==> config.mk <==
export PLATFORM = sky130hd
export DESIGN_NAME = std_mem_d1_arb
export DESIGN_NICKNAME = d
export VERILOG_FILES = /design/src/rtl/std_mem_d1_arb.sv
export SDC_FILE = /design/constraint.sdc
export NUM_CORES = 1
export LEC_CHECK = 0
export CORE_MARGIN = 4
export CORE_UTILIZATION = 47
export CTS_BUF_LIST = sky130_fd_sc_hd__clkbuf_8
export CTS_CLUSTER_DIAMETER = 100
export DETAILED_ROUTE_END_ITERATION = 6
export MAX_ROUTING_LAYER = met4
export PLACE_DENSITY = 0.95
export SETUP_SLACK_MARGIN = 0.02
export SYNTH_ARGS = -nofsm -noshare
export SYNTH_HDL_FRONTEND = slang
export SYNTH_SLANG_ARGS = --single-unit
==> constraint.sdc <==
create_clock -name clk -period 3.1 [get_ports clk]
set_input_delay 0.62 -clock clk [delete_from_list [all_inputs] [get_ports clk]]
set_output_delay 0.62 -clock clk [all_outputs]
set_load 0.02 [all_outputs]
==> src/rtl/std_mem_d1_arb.sv <==
// rtl/std_mem_d1_arb.sv - two-client round-robin arbiter in front of one std_mem_d1
// Grants are latched in IDLE; the owner's request is held internally until its done pulse.

module std_mem_d1_arb #(
   parameter int WIDTH    = 32,
   parameter int SIZE     = 16,
   parameter int IDX_SIZE = 4
) (
   input  logic                clk,
   input  logic                reset,
   input  logic                c0_go,
   input  logic [IDX_SIZE-1:0] c0_addr,
   input  logic [WIDTH-1:0]    c0_write_data,
   input  logic                c0_write_en,
   output logic [WIDTH-1:0]    c0_read_data,
   output logic                c0_done,
   input  logic                c1_go,
   input  logic [IDX_SIZE-1:0] c1_addr,
   input  logic [WIDTH-1:0]    c1_write_data,
   input  logic                c1_write_en,
   output logic [WIDTH-1:0]    c1_read_data,
   output logic                c1_done,
   output logic [IDX_SIZE-1:0] mem_addr0,
   output logic [WIDTH-1:0]    mem_write_data,
   output logic                mem_write_en,
   input  logic [WIDTH-1:0]    mem_read_data,
   input  logic                mem_done
);

   // SIZE is informational; only a zero-depth instance would change the address width
   localparam int ADDR_W = (SIZE > 0) ? IDX_SIZE : 1;

   typedef enum logic [1:0] {
      S_IDLE   = 2'd0,
      S_ACCESS = 2'd1,
      S_WAIT   = 2'd2,
      S_DONE   = 2'd3
   } state_t;

   state_t              r_state;
   state_t              w_next;
   logic                r_owner;
   logic                r_prio;
   logic                r_we;
   logic [ADDR_W-1:0]   r_addr;
   logic [WIDTH-1:0]    r_wdata;
   logic [WIDTH-1:0]    r_c0_rdata;
   logic [WIDTH-1:0]    r_c1_rdata;

   logic                w_any_go;
   logic                w_grant;

   assign w_any_go = c0_go | c1_go;
   assign w_grant  = (c0_go && c1_go) ? r_prio : c1_go;

   always_ff @(posedge clk or negedge reset) begin
      if (!reset) begin
         r_state <= S_IDLE;
      end else begin
         r_state <= w_next;
      end
   end

   always_comb begin
      w_next = r_state;
      case (r_state)
         S_IDLE:   if (w_any_go) w_next = S_ACCESS;
         S_ACCESS: w_next = r_we ? S_WAIT : S_DONE;
         S_WAIT:   if (mem_done) w_next = S_DONE;
         S_DONE:   w_next = S_IDLE;
         default:  w_next = S_IDLE;
      endcase
   end

   always_comb begin
      mem_addr0      = '0;
      mem_write_data = '0;
      mem_write_en   = 1'b0;
      c0_done        = 1'b0;
      c1_done        = 1'b0;
      case (r_state)
         S_ACCESS: begin
            mem_addr0      = r_addr;
            mem_write_data = r_wdata;
            mem_write_en   = r_we;
         end
         S_WAIT: begin
            mem_addr0      = r_addr;
            mem_write_data = r_wdata;
         end
         S_DONE: begin
            c0_done = ~r_owner;
            c1_done = r_owner;
         end
         default: ;
      endcase
   end

   // The winner's request is captured at grant so a client dropping go mid-access is harmless
   always_ff @(posedge clk or negedge reset) begin
      if (!reset) begin
         r_owner <= 1'b0;
         r_prio  <= 1'b0;
         r_we    <= 1'b0;
         r_addr  <= '0;
         r_wdata <= '0;
      end else begin
         if (r_state == S_IDLE && w_any_go) begin
            r_owner <= w_grant;
            r_we    <= w_grant ? c1_write_en   : c0_write_en;
            r_addr  <= w_grant ? c1_addr       : c0_addr;
            r_wdata <= w_grant ? c1_write_data : c0_write_data;
         end
         if (r_state == S_DONE) begin
            r_prio <= ~r_owner;
         end
      end
   end

   always_ff @(posedge clk or negedge reset) begin
      if (!reset) begin
         r_c0_rdata <= '0;
         r_c1_rdata <= '0;
      end else if (r_state == S_ACCESS && !r_we) begin
         if (r_owner) begin
            r_c1_rdata <= mem_read_data;
         end else begin
            r_c0_rdata <= mem_read_data;
         end
      end
   end

   assign c0_read_data = r_c0_rdata;
   assign c1_read_data = r_c1_rdata;

endmodule

==> flow_summary.toml <==
[routing]
num_vias = 3935
avgViaCountPerCell = 5.268
post_drt_wl_per_cell_um = 18.73
drt_iter0_drc = 219
ant_nets = 0
remaining_drc_errors = 0
first_pass_iters = 4
routed_wirelength_um = 13990

[pwr]
cellPowerDensity_nw_per_um2 = 1165
ir_drop_mv = 0.7743
p_leak_nw = 2.946

[cells_and_area]
final_nets = 727
antennaDiodeCount = 0
mostFrequentLayoutCells = "clkdlybuf4s50_1, dfrtp_1, nor2_1"
syn_to_final_growth_pct = 48.35
final_cells = 747
layout-drive-gt1-share = 0.1450
final_common_cell = "clkdlybuf4s50_1"
fillCellCount = 672

[cts]
cts_resized = 0
cts-root-buf = "clkbuf_8"
clock_path_buffers = 2
htree_levels = 3
insertion_delay_ns = 0.35
cts.sinks = 105
ctsHoldBuffers = 0
numCtsBuffers = 9
cts_tree = "built"
clk_pin_slew_ns = 0.09
cts_setup_buffers = 0

[placement]
place_hpwl_um = 10390
placed_cells = 733
placement.io_buffers = 213
gp_congestion = 0.7524
pre_cts_ws_ns = 0.4267

[sta]
worst_clock_skew_ns = 0.005593
worstMarginPinSlew_ns = 1.302
min_period_ns = 2.900
final.setup.tns_ns = 0
slew_viol_final = 0
hold_viol = 0
slew_headroom = 0.1318
finalSetupViolCount = 0
fin_crit_sh = 0.9354
fin_ws_ns = 0.2002
rsz0062_at_grt = "no"
max_freq_mhz = 344.9
hold_ws_ns = 0.2530

[worst_setup_path]
reg2reg_slack_ns = 1.06
worstPathArrival_ns = 2.28
r2r.worst_path.cells = 5
cp_data_required_time_ns = 2.48
critPathKind = "flip-flop to output pin"
regToRegEndpoint = "c0_read_data[31]$_DFFE_PN0P_"
critPathMaxFanout = 33
cp-startpoint = "r_state[0]$_DFFE_PN0P_"
end_kind = "output pin"
reg2reg_from = "r_state[1]$_DFFE_PN0P_"
worstSetupStartpointType = "flip-flop"

[synthesis]
yosysTopAreaCell = "dfrtp_1"
netlist_instances = 414
syn_nets = 530
netlist_area_um2 = 4852
avgSynthCellArea_um2 = 11.72
ys_types = 26
netlist_top_cells_area = "dfrtp_1, mux2_4, mux2_2"
ys_warn_count = 0
synth_top_area_frac = 0.5415
ys_ff_latch = 105
yosysSeqAreaShare = 0.5415

[floorplan]
core-area_um2 = 9910
die_x_um = 109.6
die_h_um = 109.6
core.rowCount = 36
ioPinCount = 214
die_area_um2 = 12010
initial_core_util = 0.4896

[flow_run]
maxCapViolations = 0

[global_route]
grt_overflow_total = 0
antenna_found_initial = 0
grt_pass1_vias = 4085
grt_max_degree = 63
grt_use_total = 0.2369
grt_pass1_wl_um = 21180

[hold_path]
min_path_type = "primary input to async pin"

[run_status]
status = "complete, no violations"
-- area by class of cell --
cell class,count,area (µm²),share of cell area
Clock buffer,10,137.6,0.01912
Clock inverter,4,55.05,0.007648
Inverter,4,15.01,0.002086
Multi-Input combinational cell,272,1984,0.2757
Sequential cell,105,2628,0.3650
Tap cell,133,166.4,0.02312
Timing Repair Buffer,219,2212,0.3073
-- registers in the layout (all words and copies together), names as in the netlist --
signal and flops:
c0_read_data 32, c1_read_data 32, r_addr 4, r_owner 1
r_prio 1, r_state 2, r_wdata 32, r_we 1
-- cell usage after synthesis --
library cell / number
and2_1: 38
ha_1: 5
nand2_1: 1
or2b_1: 1
o21ai_1: 4
mux2_2: 35
nor2b_2: 1
nor2b_1: 2
nor3_1: 1
buf_2: 10
nor2_1: 40
nand3_1: 38
and2b_1: 1
buf_4: 3
clkbuf_1: 13
dfrtp_1: 105
and2_4: 1
mux2_4: 30
inv_1: 4
buf_12: 3
mux2i_1: 1
o21ai_0: 34
a31oi_1: 37
buf_6: 4
o21a_1: 1
a21oi_1: 1
-- stage by stage --
stage / utilization / cell area [µm²] / total power, mW
final: 0.7264 / 7198 / 8.388
after global routing: 0.7264 / 7198 / 8.851
after CTS: 0.7264 / 7198 / 8.449
after detailed placement: 0.7069 / 7005 / 7.584
after global placement: 0.7069 / 7005 / 7.401
after floorplan: - / 4852 / 5.206
-- how the worst max path moves through the flow --
stage	endpoint	slack, ns	cells past startpoint
2_1_floorplan	mem_addr0[0]	1.22	4
3_3_place_gp	r_wdata[14]$_DFFE_PN0P_	0.56	4
3_5_place_dp	r_wdata[17]$_DFFE_PN0P_	0.43	4
4_1_cts	mem_write_data[4]	0.19	5
5_1_grt	mem_write_data[24]	0.1	5
6_report	mem_write_data[24]	0.20	5
-- critical path, cell delays in order (launching register included) --
cell	delay, ns
dfrtp_1	0.39
inv_1	0.12
ha_1	0.43
buf_12	0.20
and2_1	0.16
clkdlybuf4s50_1	0.61
-- metal layers --
layer	part of all wire	wire length, µm	track usage	vias up
met3	0.091	1277	0.04874	29
met1	0.40	5615	0.2866	1876
met5	0	0	-	-
li1	-	-	-	1834
met4	0.022	306	0.08281	0
met2	0.49	6790	0.3958	196
-- power by group --
group	total [mW]	switching (mW)	internal, mW
clock	0.843	0.453	0.390
combinational	5.05	2.46	2.59
sequential	2.49	0.421	2.07
total	8.39	3.33	5.06
-- cell families (layout without fill, tap and decap cells) --
logic type	count (synthesis)	in the layout	synth area share
compound gates	77	77	0.08948
flops	105	105	0.5415
buf+inv	37	237	0.04977
mux	66	66	0.1761
fa+ha+maj	5	5	0.01289
simple gates	124	124	0.1302
Power figures use the tool's default switching activity.
